**src/rtl/cmd_bus_arbiter_if.sv**
```systemverilog
// Downstream command bus shared by the arbiter and a sys_cmd register slave.
// The master issues a one-cycle sel; the slave answers with a one-cycle ack plus rdata.
interface intf_cmd #(
    parameter int ADDR_BITS = 32,
    parameter int DATA_BITS = 32
);
    logic                 sel;
    logic                 rd_wr_n;
    logic [ADDR_BITS-1:0] byte_addr;
    logic [DATA_BITS-1:0] wdata;
    logic [DATA_BITS-1:0] rdata;
    logic                 ack;

    modport master (
        output sel, rd_wr_n, byte_addr, wdata,
        input  rdata, ack
    );

    modport slave (
        input  sel, rd_wr_n, byte_addr, wdata,
        output rdata, ack
    );
endinterface

```
**src/rtl/cmd_bus_arbiter.sv**
```systemverilog
// Round-robin arbiter serialising NUM_REQ command sources onto one intf_cmd master port.
// A down-counting watchdog completes hung transactions with an error flag and a fill word.
//
// state    | meaning
// ---------+-------------------------------------------------------------
// ST_IDLE  | no transaction; pick round-robin winner and latch its fields
// ST_ISSUE | cmd.sel high for this single cycle; watchdog loaded
// ST_WAIT  | waiting for cmd.ack or watchdog terminal count
// ST_RESP  | o_req_ack pulse to the winner; rr pointer advances
module cmd_bus_arbiter #(
    parameter int                       NUM_REQ       = 4,
    parameter int                       CMD_ADDR_BITS = 32,
    parameter int                       CMD_DATA_BITS = 32,
    parameter int                       TIMEOUT       = 64,
    parameter logic [CMD_DATA_BITS-1:0] ERR_DATA      = 32'hDEADBEEF
) (
    input  logic                             i_sysclk,
    input  logic                             i_arst_n,
    input  logic [NUM_REQ-1:0]               i_req_sel,
    input  logic [NUM_REQ-1:0]               i_req_rd_wr_n,
    input  logic [NUM_REQ*CMD_ADDR_BITS-1:0] i_req_byte_addr,
    input  logic [NUM_REQ*CMD_DATA_BITS-1:0] i_req_wdata,
    output logic [NUM_REQ-1:0]               o_req_ack,
    output logic [CMD_DATA_BITS-1:0]         o_req_rdata,
    output logic                             o_req_err,
    output logic                             o_busy,
    output logic [15:0]                      o_timeout_cnt,
    intf_cmd.master                          cmd
);
    localparam int PTR_W = $clog2(NUM_REQ);
    localparam int WD_W  = $clog2(TIMEOUT);

    typedef enum logic [1:0] {
        ST_IDLE  = 2'd0,
        ST_ISSUE = 2'd1,
        ST_WAIT  = 2'd2,
        ST_RESP  = 2'd3
    } state_t;

    state_t                   state_q, state_d;
    logic                     sel_q, sel_d;
    logic                     rd_wr_n_q, rd_wr_n_d;
    logic [CMD_ADDR_BITS-1:0] addr_q, addr_d;
    logic [CMD_DATA_BITS-1:0] wdata_q, wdata_d;
    logic [PTR_W-1:0]         grant_q, grant_d;
    logic [PTR_W-1:0]         rr_q, rr_d;
    logic [WD_W-1:0]          wd_q, wd_d;
    logic [NUM_REQ-1:0]       ack_q, ack_d;
    logic [CMD_DATA_BITS-1:0] rdata_q, rdata_d;
    logic                     err_q, err_d;
    logic                     busy_q, busy_d;
    logic [15:0]              tcnt_q, tcnt_d;

    logic [CMD_ADDR_BITS-1:0] req_addr  [NUM_REQ];
    logic [CMD_DATA_BITS-1:0] req_wdata [NUM_REQ];
    logic                     found;
    logic [PTR_W-1:0]         win;
    logic [PTR_W-1:0]         cand;
    logic                     wd_tc;

    for (genvar k = 0; k < NUM_REQ; k++) begin : g_unpack
        assign req_addr[k]  = i_req_byte_addr[k*CMD_ADDR_BITS +: CMD_ADDR_BITS];
        assign req_wdata[k] = i_req_wdata[k*CMD_DATA_BITS +: CMD_DATA_BITS];
    end

    // First requester at or after the rr pointer, wrapping modulo NUM_REQ.
    always_comb begin
        found = 1'b0;
        win   = '0;
        cand  = '0;
        for (int i = 0; i < NUM_REQ; i++) begin
            cand = PTR_W'((int'(rr_q) + i) % NUM_REQ);
            if (!found && i_req_sel[cand]) begin
                found = 1'b1;
                win   = cand;
            end
        end
    end

    assign wd_tc = (wd_q == '0);

    always_ff @(posedge i_sysclk or negedge i_arst_n) begin
        if (!i_arst_n) state_q <= ST_IDLE;
        else           state_q <= state_d;
    end

    always_comb begin
        state_d = state_q;
        case (state_q)
            ST_IDLE:  if (found) state_d = ST_ISSUE;
            ST_ISSUE: state_d = ST_WAIT;
            ST_WAIT:  if (cmd.ack || wd_tc) state_d = ST_RESP;
            ST_RESP:  state_d = ST_IDLE;
            default:  state_d = ST_IDLE;
        endcase
    end

    always_comb begin
        sel_d     = 1'b0;
        rd_wr_n_d = rd_wr_n_q;
        addr_d    = addr_q;
        wdata_d   = wdata_q;
        grant_d   = grant_q;
        rr_d      = rr_q;
        wd_d      = wd_q;
        ack_d     = '0;
        rdata_d   = rdata_q;
        err_d     = err_q;
        tcnt_d    = tcnt_q;
        busy_d    = (state_d != ST_IDLE);
        case (state_q)
            ST_IDLE: begin
                if (found) begin
                    grant_d   = win;
                    rd_wr_n_d = i_req_rd_wr_n[win];
                    addr_d    = req_addr[win];
                    wdata_d   = req_wdata[win];
                    sel_d     = 1'b1;
                end
            end
            ST_ISSUE: wd_d = WD_W'(TIMEOUT - 1);
            ST_WAIT: begin
                // Ack has priority over a watchdog expiry in the same cycle.
                if (cmd.ack) begin
                    rdata_d        = cmd.rdata;
                    err_d          = 1'b0;
                    ack_d[grant_q] = 1'b1;
                end else if (wd_tc) begin
                    rdata_d        = ERR_DATA;
                    err_d          = 1'b1;
                    ack_d[grant_q] = 1'b1;
                    if (tcnt_q != 16'hFFFF) tcnt_d = tcnt_q + 16'd1;
                end else begin
                    wd_d = wd_q - 1'b1;
                end
            end
            ST_RESP: begin
                if (grant_q == PTR_W'(NUM_REQ - 1)) rr_d = '0;
                else                                rr_d = grant_q + 1'b1;
            end
            default: ;
        endcase
    end

    always_ff @(posedge i_sysclk or negedge i_arst_n) begin
        if (!i_arst_n) begin
            sel_q     <= 1'b0;
            rd_wr_n_q <= 1'b1;
            addr_q    <= '0;
            wdata_q   <= '0;
            grant_q   <= '0;
            rr_q      <= '0;
            wd_q      <= '0;
            ack_q     <= '0;
            rdata_q   <= '0;
            err_q     <= 1'b0;
            busy_q    <= 1'b0;
            tcnt_q    <= '0;
        end else begin
            sel_q     <= sel_d;
            rd_wr_n_q <= rd_wr_n_d;
            addr_q    <= addr_d;
            wdata_q   <= wdata_d;
            grant_q   <= grant_d;
            rr_q      <= rr_d;
            wd_q      <= wd_d;
            ack_q     <= ack_d;
            rdata_q   <= rdata_d;
            err_q     <= err_d;
            busy_q    <= busy_d;
            tcnt_q    <= tcnt_d;
        end
    end

    assign cmd.sel       = sel_q;
    assign cmd.rd_wr_n   = rd_wr_n_q;
    assign cmd.byte_addr = addr_q;
    assign cmd.wdata     = wdata_q;
    assign o_req_ack     = ack_q;
    assign o_req_rdata   = rdata_q;
    assign o_req_err     = err_q;
    assign o_busy        = busy_q;
    assign o_timeout_cnt = tcnt_q;
endmodule

```
**src/flat_wrapper.sv**
```systemverilog
// flat-port wrapper written by rule: the top's interface ports become plain ports
module cmd_bus_arbiter_flat 
#(
    parameter int                       NUM_REQ       = 4,
    parameter int                       CMD_ADDR_BITS = 32,
    parameter int                       CMD_DATA_BITS = 32,
    parameter int                       TIMEOUT       = 64,
    parameter logic [CMD_DATA_BITS-1:0] ERR_DATA      = 32'hDEADBEEF
)
  (i_sysclk, i_arst_n, i_req_sel, i_req_rd_wr_n, i_req_byte_addr, i_req_wdata, o_req_ack, o_req_rdata, o_req_err, o_busy, o_timeout_cnt, cmd_sel, cmd_rd_wr_n, cmd_byte_addr, cmd_wdata, cmd_rdata, cmd_ack);
  intf_cmd #(.ADDR_BITS((32)), .DATA_BITS((32))) cmd_i ();
  input  logic i_sysclk;
  input  logic i_arst_n;
  input  logic [NUM_REQ-1:0] i_req_sel;
  input  logic [NUM_REQ-1:0] i_req_rd_wr_n;
  input  logic [NUM_REQ*CMD_ADDR_BITS-1:0] i_req_byte_addr;
  input  logic [NUM_REQ*CMD_DATA_BITS-1:0] i_req_wdata;
  output logic [NUM_REQ-1:0] o_req_ack;
  output logic [CMD_DATA_BITS-1:0] o_req_rdata;
  output logic o_req_err;
  output logic o_busy;
  output logic [15:0] o_timeout_cnt;
  output wire logic [$bits(cmd_i.sel)-1:0] cmd_sel;
  output wire logic [$bits(cmd_i.rd_wr_n)-1:0] cmd_rd_wr_n;
  output wire logic [$bits(cmd_i.byte_addr)-1:0] cmd_byte_addr;
  output wire logic [$bits(cmd_i.wdata)-1:0] cmd_wdata;
  input wire logic [$bits(cmd_i.rdata)-1:0] cmd_rdata;
  input wire logic [$bits(cmd_i.ack)-1:0] cmd_ack;
  assign cmd_sel = cmd_i.sel;
  assign cmd_rd_wr_n = cmd_i.rd_wr_n;
  assign cmd_byte_addr = cmd_i.byte_addr;
  assign cmd_wdata = cmd_i.wdata;
  assign cmd_i.rdata = cmd_rdata;
  assign cmd_i.ack = cmd_ack;
  cmd_bus_arbiter #(.NUM_REQ(NUM_REQ), .CMD_ADDR_BITS(CMD_ADDR_BITS), .CMD_DATA_BITS(CMD_DATA_BITS), .TIMEOUT(TIMEOUT), .ERR_DATA(ERR_DATA)) u_core (.i_sysclk(i_sysclk), .i_arst_n(i_arst_n), .i_req_sel(i_req_sel), .i_req_rd_wr_n(i_req_rd_wr_n), .i_req_byte_addr(i_req_byte_addr), .i_req_wdata(i_req_wdata), .o_req_ack(o_req_ack), .o_req_rdata(o_req_rdata), .o_req_err(o_req_err), .o_busy(o_busy), .o_timeout_cnt(o_timeout_cnt), .cmd(cmd_i));
endmodule
```
**config.mk**
```make
export PLATFORM = sky130hd
export DESIGN_NAME = cmd_bus_arbiter_flat
export DESIGN_NICKNAME = d
export VERILOG_FILES = /design/src/rtl/cmd_bus_arbiter_if.sv /design/src/rtl/cmd_bus_arbiter.sv /design/src/flat_wrapper.sv
export SDC_FILE = /design/constraint.sdc
export NUM_CORES = 1
export LEC_CHECK = 0
export CORE_AREA = 2 2 165 167
export DETAILED_ROUTE_END_ITERATION = 6
export DIE_AREA = 0 0 167 169
export PLACE_DENSITY_LB_ADDON = 0.25
export SYNTH_ARGS = -nofsm -noshare
export SYNTH_HDL_FRONTEND = slang
export SYNTH_SLANG_ARGS = --single-unit
```
**constraint.sdc**
```tcl
create_clock -name i_sysclk -period 2.6 [get_ports i_sysclk]
set_input_delay 0.52 -clock i_sysclk [delete_from_list [all_inputs] [get_ports i_sysclk]]
set_output_delay 0.52 -clock i_sysclk [all_outputs]
set_load 0.005 [all_outputs]
```
; ---- After elaboration in Yosys (flattened, before gate mapping)
; Cells that the tools add are included.
[totals]
elab_cells = 95
out_inout_bits = 120
input_bits = 299
reg_bits = 132
[op_classes]
add_sub_neg = 6
n_eq_ne = 7
n_lt_le_gt_ge = 8
n_bitwise = 2
n_mux = 42
reduce_logical = 17
[op_table]
columns = operator, n
row1 = two-way mux 32 bit, 6
row2 = binary-select mux 32 bit (select 2 bit), 2
row3 = "< comparator 2 x 3 -> 1 bit, second input constant", 6
row4 = "adder 16 x 1 -> 16 bit, second input constant", 1
row5 = "inequality test 16 bit, second input constant", 1
row6 = two-way mux 1 bit, 14
row7 = two-way mux 2 bit, 7
row8 = two-way mux 4 bit, 3
row9 = two-way mux 6 bit, 2
row10 = case mux 6 bit (2 select lines), 1
row11 = binary-select mux 1 bit (select 2 bit), 5
row12 = case mux 2 bit (4 select lines), 1
row13 = "== test 2 bit, second input constant", 3
row14 = logical NOT 6 bit, 1
row15 = nonzero test 2 bit, 3
row16 = "subtractor 6 x 1 -> 6 bit, second input constant", 1
row17 = "adder 2 x 1 -> 2 bit, second input constant", 2
row18 = "adder 2 bit, second input constant", 2
row19 = logical AND 1 bit, 4
row20 = "inequality test 2 bit, second input constant", 2
row21 = AND reduction 2 bit, 2
row22 = AND reduction 4 bit, 1
row23 = ">= comparator 3 bit, second input constant", 1
row24 = logical NOT 1 bit, 3
row25 = 8 further kinds, 8

; ---- Depth between registers and ports, before layout
; Gate-level depths: netlist of the first run.
[depth]
depth_word = 16
depth_mapped = 9
mapped_depth_nobuf = 7

; ---- Least setup slack after synthesis of the first run
; No wires, ideal clock.
[synth_timing]
path_kind = register to register
from = register u_core.wd_q[3]
to = register u_core.tcnt_q[15] (netlist: u_core.o_timeout_cnt[15])
required_time_ps = 2521
setup_time_ps = 79
setup_slack_ps = 459
n_path_buf = 2
stages_incl_launch_ff = 8
period_less_slack_ps = 2141
arrival_time_ps = 2061
path_cell_list = dfrtp_1 or3_4 or2_1 buf_2 or4_1 buf_4 nor3_4 xor2_1
[synth_via]
elab_chain_cells = 2
[synth_rtl]
columns = item, line_no
row1 = "start, declared", cmd_bus_arbiter.sv:47  ; logic [WD_W-1:0] wd_q, wd_d;
row2 = "start signal, assigned", cmd_bus_arbiter.sv:166  ; wd_q <= wd_d;
row3 = logical NOT 6 bit, cmd_bus_arbiter.sv:80  ; assign wd_tc = (wd_q == '0);
row4 = AND reduction 4 bit (no line), --
row5 = "end signal, assigned", cmd_bus_arbiter.sv:171  ; tcnt_q <= tcnt_d;
row6 = "end, declared", cmd_bus_arbiter.sv:52  ; logic [15:0] tcnt_q, tcnt_d;
; No other way between the ends.
; A chain may end at the register's enable or synchronous reset.

; ---- Final worst setup path of the first run
[layout_timing]
from = register u_core.state_q[0]
to = register u_core.tcnt_q[13] (netlist: u_core.o_timeout_cnt[13])
[layout_via]
elab_chain_cells = 2
[layout_rtl]
columns = item, line_no
row1 = "start, declared", cmd_bus_arbiter.sv:40  ; state_t state_q, state_d;
row2 = "start signal, assigned", cmd_bus_arbiter.sv:84  ; else state_q <= state_d;
row3 = == test 2 bit, cmd_bus_arbiter.sv:111  ; case (state_q)
row4 = AND reduction 4 bit (no line), --
; No other way between the ends.

==> results.py, run 1 <==
metrics = {
    "run_status": {
        "outcome": "complete, no violations",
    },
    "clocking": {
        "ctsLongestPathBuffers": 2,
        "hold_buffers": 0,
        "cts.clk_slew.worst_paths_ns": 0.07,
        "cts_made_buffers": 17,
        "h-tree-depth": 4,
        "cts-resized-gates": 0,
        "clock_sinks": 132,
        "cts-root-buf": "clkbuf_16",
        "cts_setup_buffers": 0,
        "cts_tree": "built",
        "clkLatencyLatePin_ns": 0.42,
    },
    "yosys": {
        "synth.cell_area_um2": 6910,
        "synth_ff_type": "dfrtp_1",
        "syn_avg_cell_area_um2": 10.3,
        "synth_top_area_share_pct": 47.4,
        "synth_cells": 670,
        "synth_common_cells": "131 x dfrtp_1, 131 x mux2i_1, 96 x nand2_1, 65 x o221ai_1, 36 x nor2_1",
        "synth-async-reset-ratio_pct": 100,
        "ys_ff_latch": 132,
        "synth_edf_count": 0,
        "yosysWarnings": 0,
        "synthTopCellsByArea": "dfrtp_1 47%, mux2i_1 19%, o221ai_1 8.2%",
        "yosysTopAreaCell": "dfrtp_1",
        "syn_nets": 980,
        "ys_types": 42,
        "seq_area_frac_synth_pct": 47.8,
    },
    "run": {
        "cap_viol_max_count": 0,
    },
    "worst_setup_path": {
        "worstPathArrival_ns": 2.58,
        "required_ns": 2.94,
        "cp-start-kind": "register",
        "worst_setup_path_end_kind": "register",
        "worstSetupStartpoint": "u_core.state_q[0]",
        "critical_path.max_fanout": 6,
        "critical_path_class": "register to register",
        "rrSetupSlack_ns": 0.37,
        "rr_startpoint": "u_core.state_q[0]",
        "timing.rr.end": "u_core.o_timeout_cnt[13]",
        "r2r_cells": 7,
        "endpoint": "u_core.o_timeout_cnt[13]",
    },
    "placement": {
        "portBuffers": 418,
        "gp_congestion": 0.827,
        "dp_hpwl_mm": 21.1,
    },
    "floorplan": {
        "die_h_um": 169,
        "start_util_pct": 26.1,
        "die-area_um2": 28200,
        "die_width_um": 167,
        "num_io_pins": 419,
        "rows": 60,
        "core_um2": 26500,
    },
    "timing": {
        "maxSlewViolCount": 0,
        "slew_headroom_pct": 65.5,
        "finalHoldViolations": 0,
        "min_period_over_period_pct": 85.9,
        "final-setup-viol-count": 0,
        "rsz0062_at_grt": "false",
        "finalClockSkew_ns": 0.0144,
        "max_freq_ghz": 0.448,
        "worst_pin_slew_ns": 0.513,
        "period_needed_ns": 2.23,
    },
    "detailed_routing": {
        "wl_per_cell_um": 19.2,
        "route.detailed.drc": 0,
        "vias": 6749,
        "detail_route.vias_per_cell": 4.70,
        "drt-total-wl_mm": 27.5,
        "postRouteAntennaNets": 0,
        "drtIter0Drc": 481,
        "firstDrtPassIters": 4,
    },
    "pwr": {
        "power.density_nw_per_um2": 929,
        "max-vdd-ir-drop_uv": 499,
        "leakage_nw": 5.41,
        "finalPower_mw": 11.4,
    },
    "cells_and_area": {
        "drive_gt1_share_pct": 6.58,
        "nets": 1392,
        "area_growth_syn_to_layout_pct": 77.3,
        "fillers": 2500,
        "final_core_util_pct": 46.2,
    },
    "grt": {
        "grt_pass1_wl_mm": 40.8,
        "grt_usage_pct": 18.9,
        "grt_pass1_vias": 6753,
        "grt_max_degree": 55,
        "antenna_found_initial": 1,
        "overflow": 0,
    },
    "worst_hold_path": {
        "min_path_type": "input pin to async pin",
    },
}
cells by family after synthesis:
group	count (synthesis)	synth area share [%]
buffers and inverters	85	4.87
multiplexers	133	19.3
flip-flops	132	47.8
adder cells (fa/ha/maj)	11	1.99
XOR/XNOR	15	1.90
AND/OR/NAND/NOR	180	11.6
AO/OA/AOI/OAI	114	12.5
worst max-delay path, stage by stage, from the launching register on:
cell and delay, ns:
dfrtp_1 0.40, inv_1 0.13, ha_1 0.21, nand3b_1 0.14, or2_1 0.25, or4_1 0.70, nor2_1 0.18, xor2_1 0.16
layer usage:
layer,vias to the layer above,track usage (%),share of wire [%]
met3,38,5.31,6.8
met4,0,6.75,2.4
met2,263,30.3,48
met5,-,0,0
met1,3211,24.4,43
li1,3237,-,-
how the worst min path moves through the flow:
| stage | start | end | slack, ns | cells after the start |
|---|---|---|---|---|
| final | i_arst_n | u_core.o_req_rdata[16] | 0.06 | 1 |
| after CTS | i_arst_n | u_core.o_req_rdata[16] | 0.07 | 1 |
| after detailed placement | u_core.cmd.byte_addr[3] | u_core.cmd.byte_addr[3] | 0.47 | 2 |
| after global routing | i_arst_n | u_core.o_req_rdata[28] | 0.07 | 1 |
| after floorplan | i_arst_n | u_core.cmd.byte_addr[0] | 0.22 | 0 |
| after global placement | u_core.cmd.byte_addr[30] | u_core.cmd.byte_addr[30] | 0.47 | 2 |
sequential cells by signal, indices dropped and copies added (netlist names), 2 cells and up:
name and flops:
u_core.cmd.byte_addr 32, u_core.cmd.wdata 32, u_core.grant_q 2, u_core.o_req_ack 4, u_core.o_req_rdata 32, u_core.o_timeout_cnt 16
u_core.rr_q 2, u_core.state_q 2, u_core.wd_q 6
per-stage QoR:
step / hold slack, ns / area, um^2 / setup TNS, ns / std cells / setup slack (ns)
2_1_floorplan: 0.224 / 6910 / 0 / 670 / 0.459
3_3_place_gp: 0.467 / 11700 / 0 / 1404 / 0.107
3_5_place_dp: 0.474 / 11700 / -0.00185 / 1404 / -0.00185
4_1_cts: 0.0668 / 12300 / 0 / 1436 / 0.324
5_1_grt: 0.0716 / 12300 / 0 / 1437 / 0.189
6_report: 0.0584 / 12300 / 0 / 1437 / 0.366
cell type report:
cell class	count	area (um^2)	area share [%]
tap	341	427	3.48
clock buffer	19	443	3.61
clock inverter	13	149	1.21
inverter	35	131	1.07
antenna	1	2.50	0.0204
multi-input combinational	453	3290	26.8
timing repair buffer	443	4510	36.8
sequential	132	3300	27.0
report_power, final:
part           internal, mW  switching [mW]
clock network          1.45           0.996
logic                  3.08            2.48
registers              2.89           0.490
total                  7.42            3.96
placed cells by master (no fill, tap or decap), types with 8 or more instances in the layout:
cell type / count
mux2i_1: 131
a31oi_1: 26
nand2_1: 95
o221ai_1: 65
buf_12: 11
clkbuf_16: 17
nand3_1: 12
inv_1: 35
xnor2_1: 9
ha_1: 11
clkdlybuf4s50_1: 417
o21ai_0: 8
buf_4: 14
dfrtp_1: 131
nor2_1: 36
Power figures use the tool's default switching activity.
==> run 2: changes to the inputs <==
- SLEW_MARGIN: default -> 20
==> results of run 2 <==
No change in the layout: final DEF, timing and power equal those of run 1.
==> run 3: changes to the inputs <==
- TNS_END_PERCENT: default -> 20
==> results of run 3 <==
No change in the layout: final DEF, timing and power equal those of run 1.
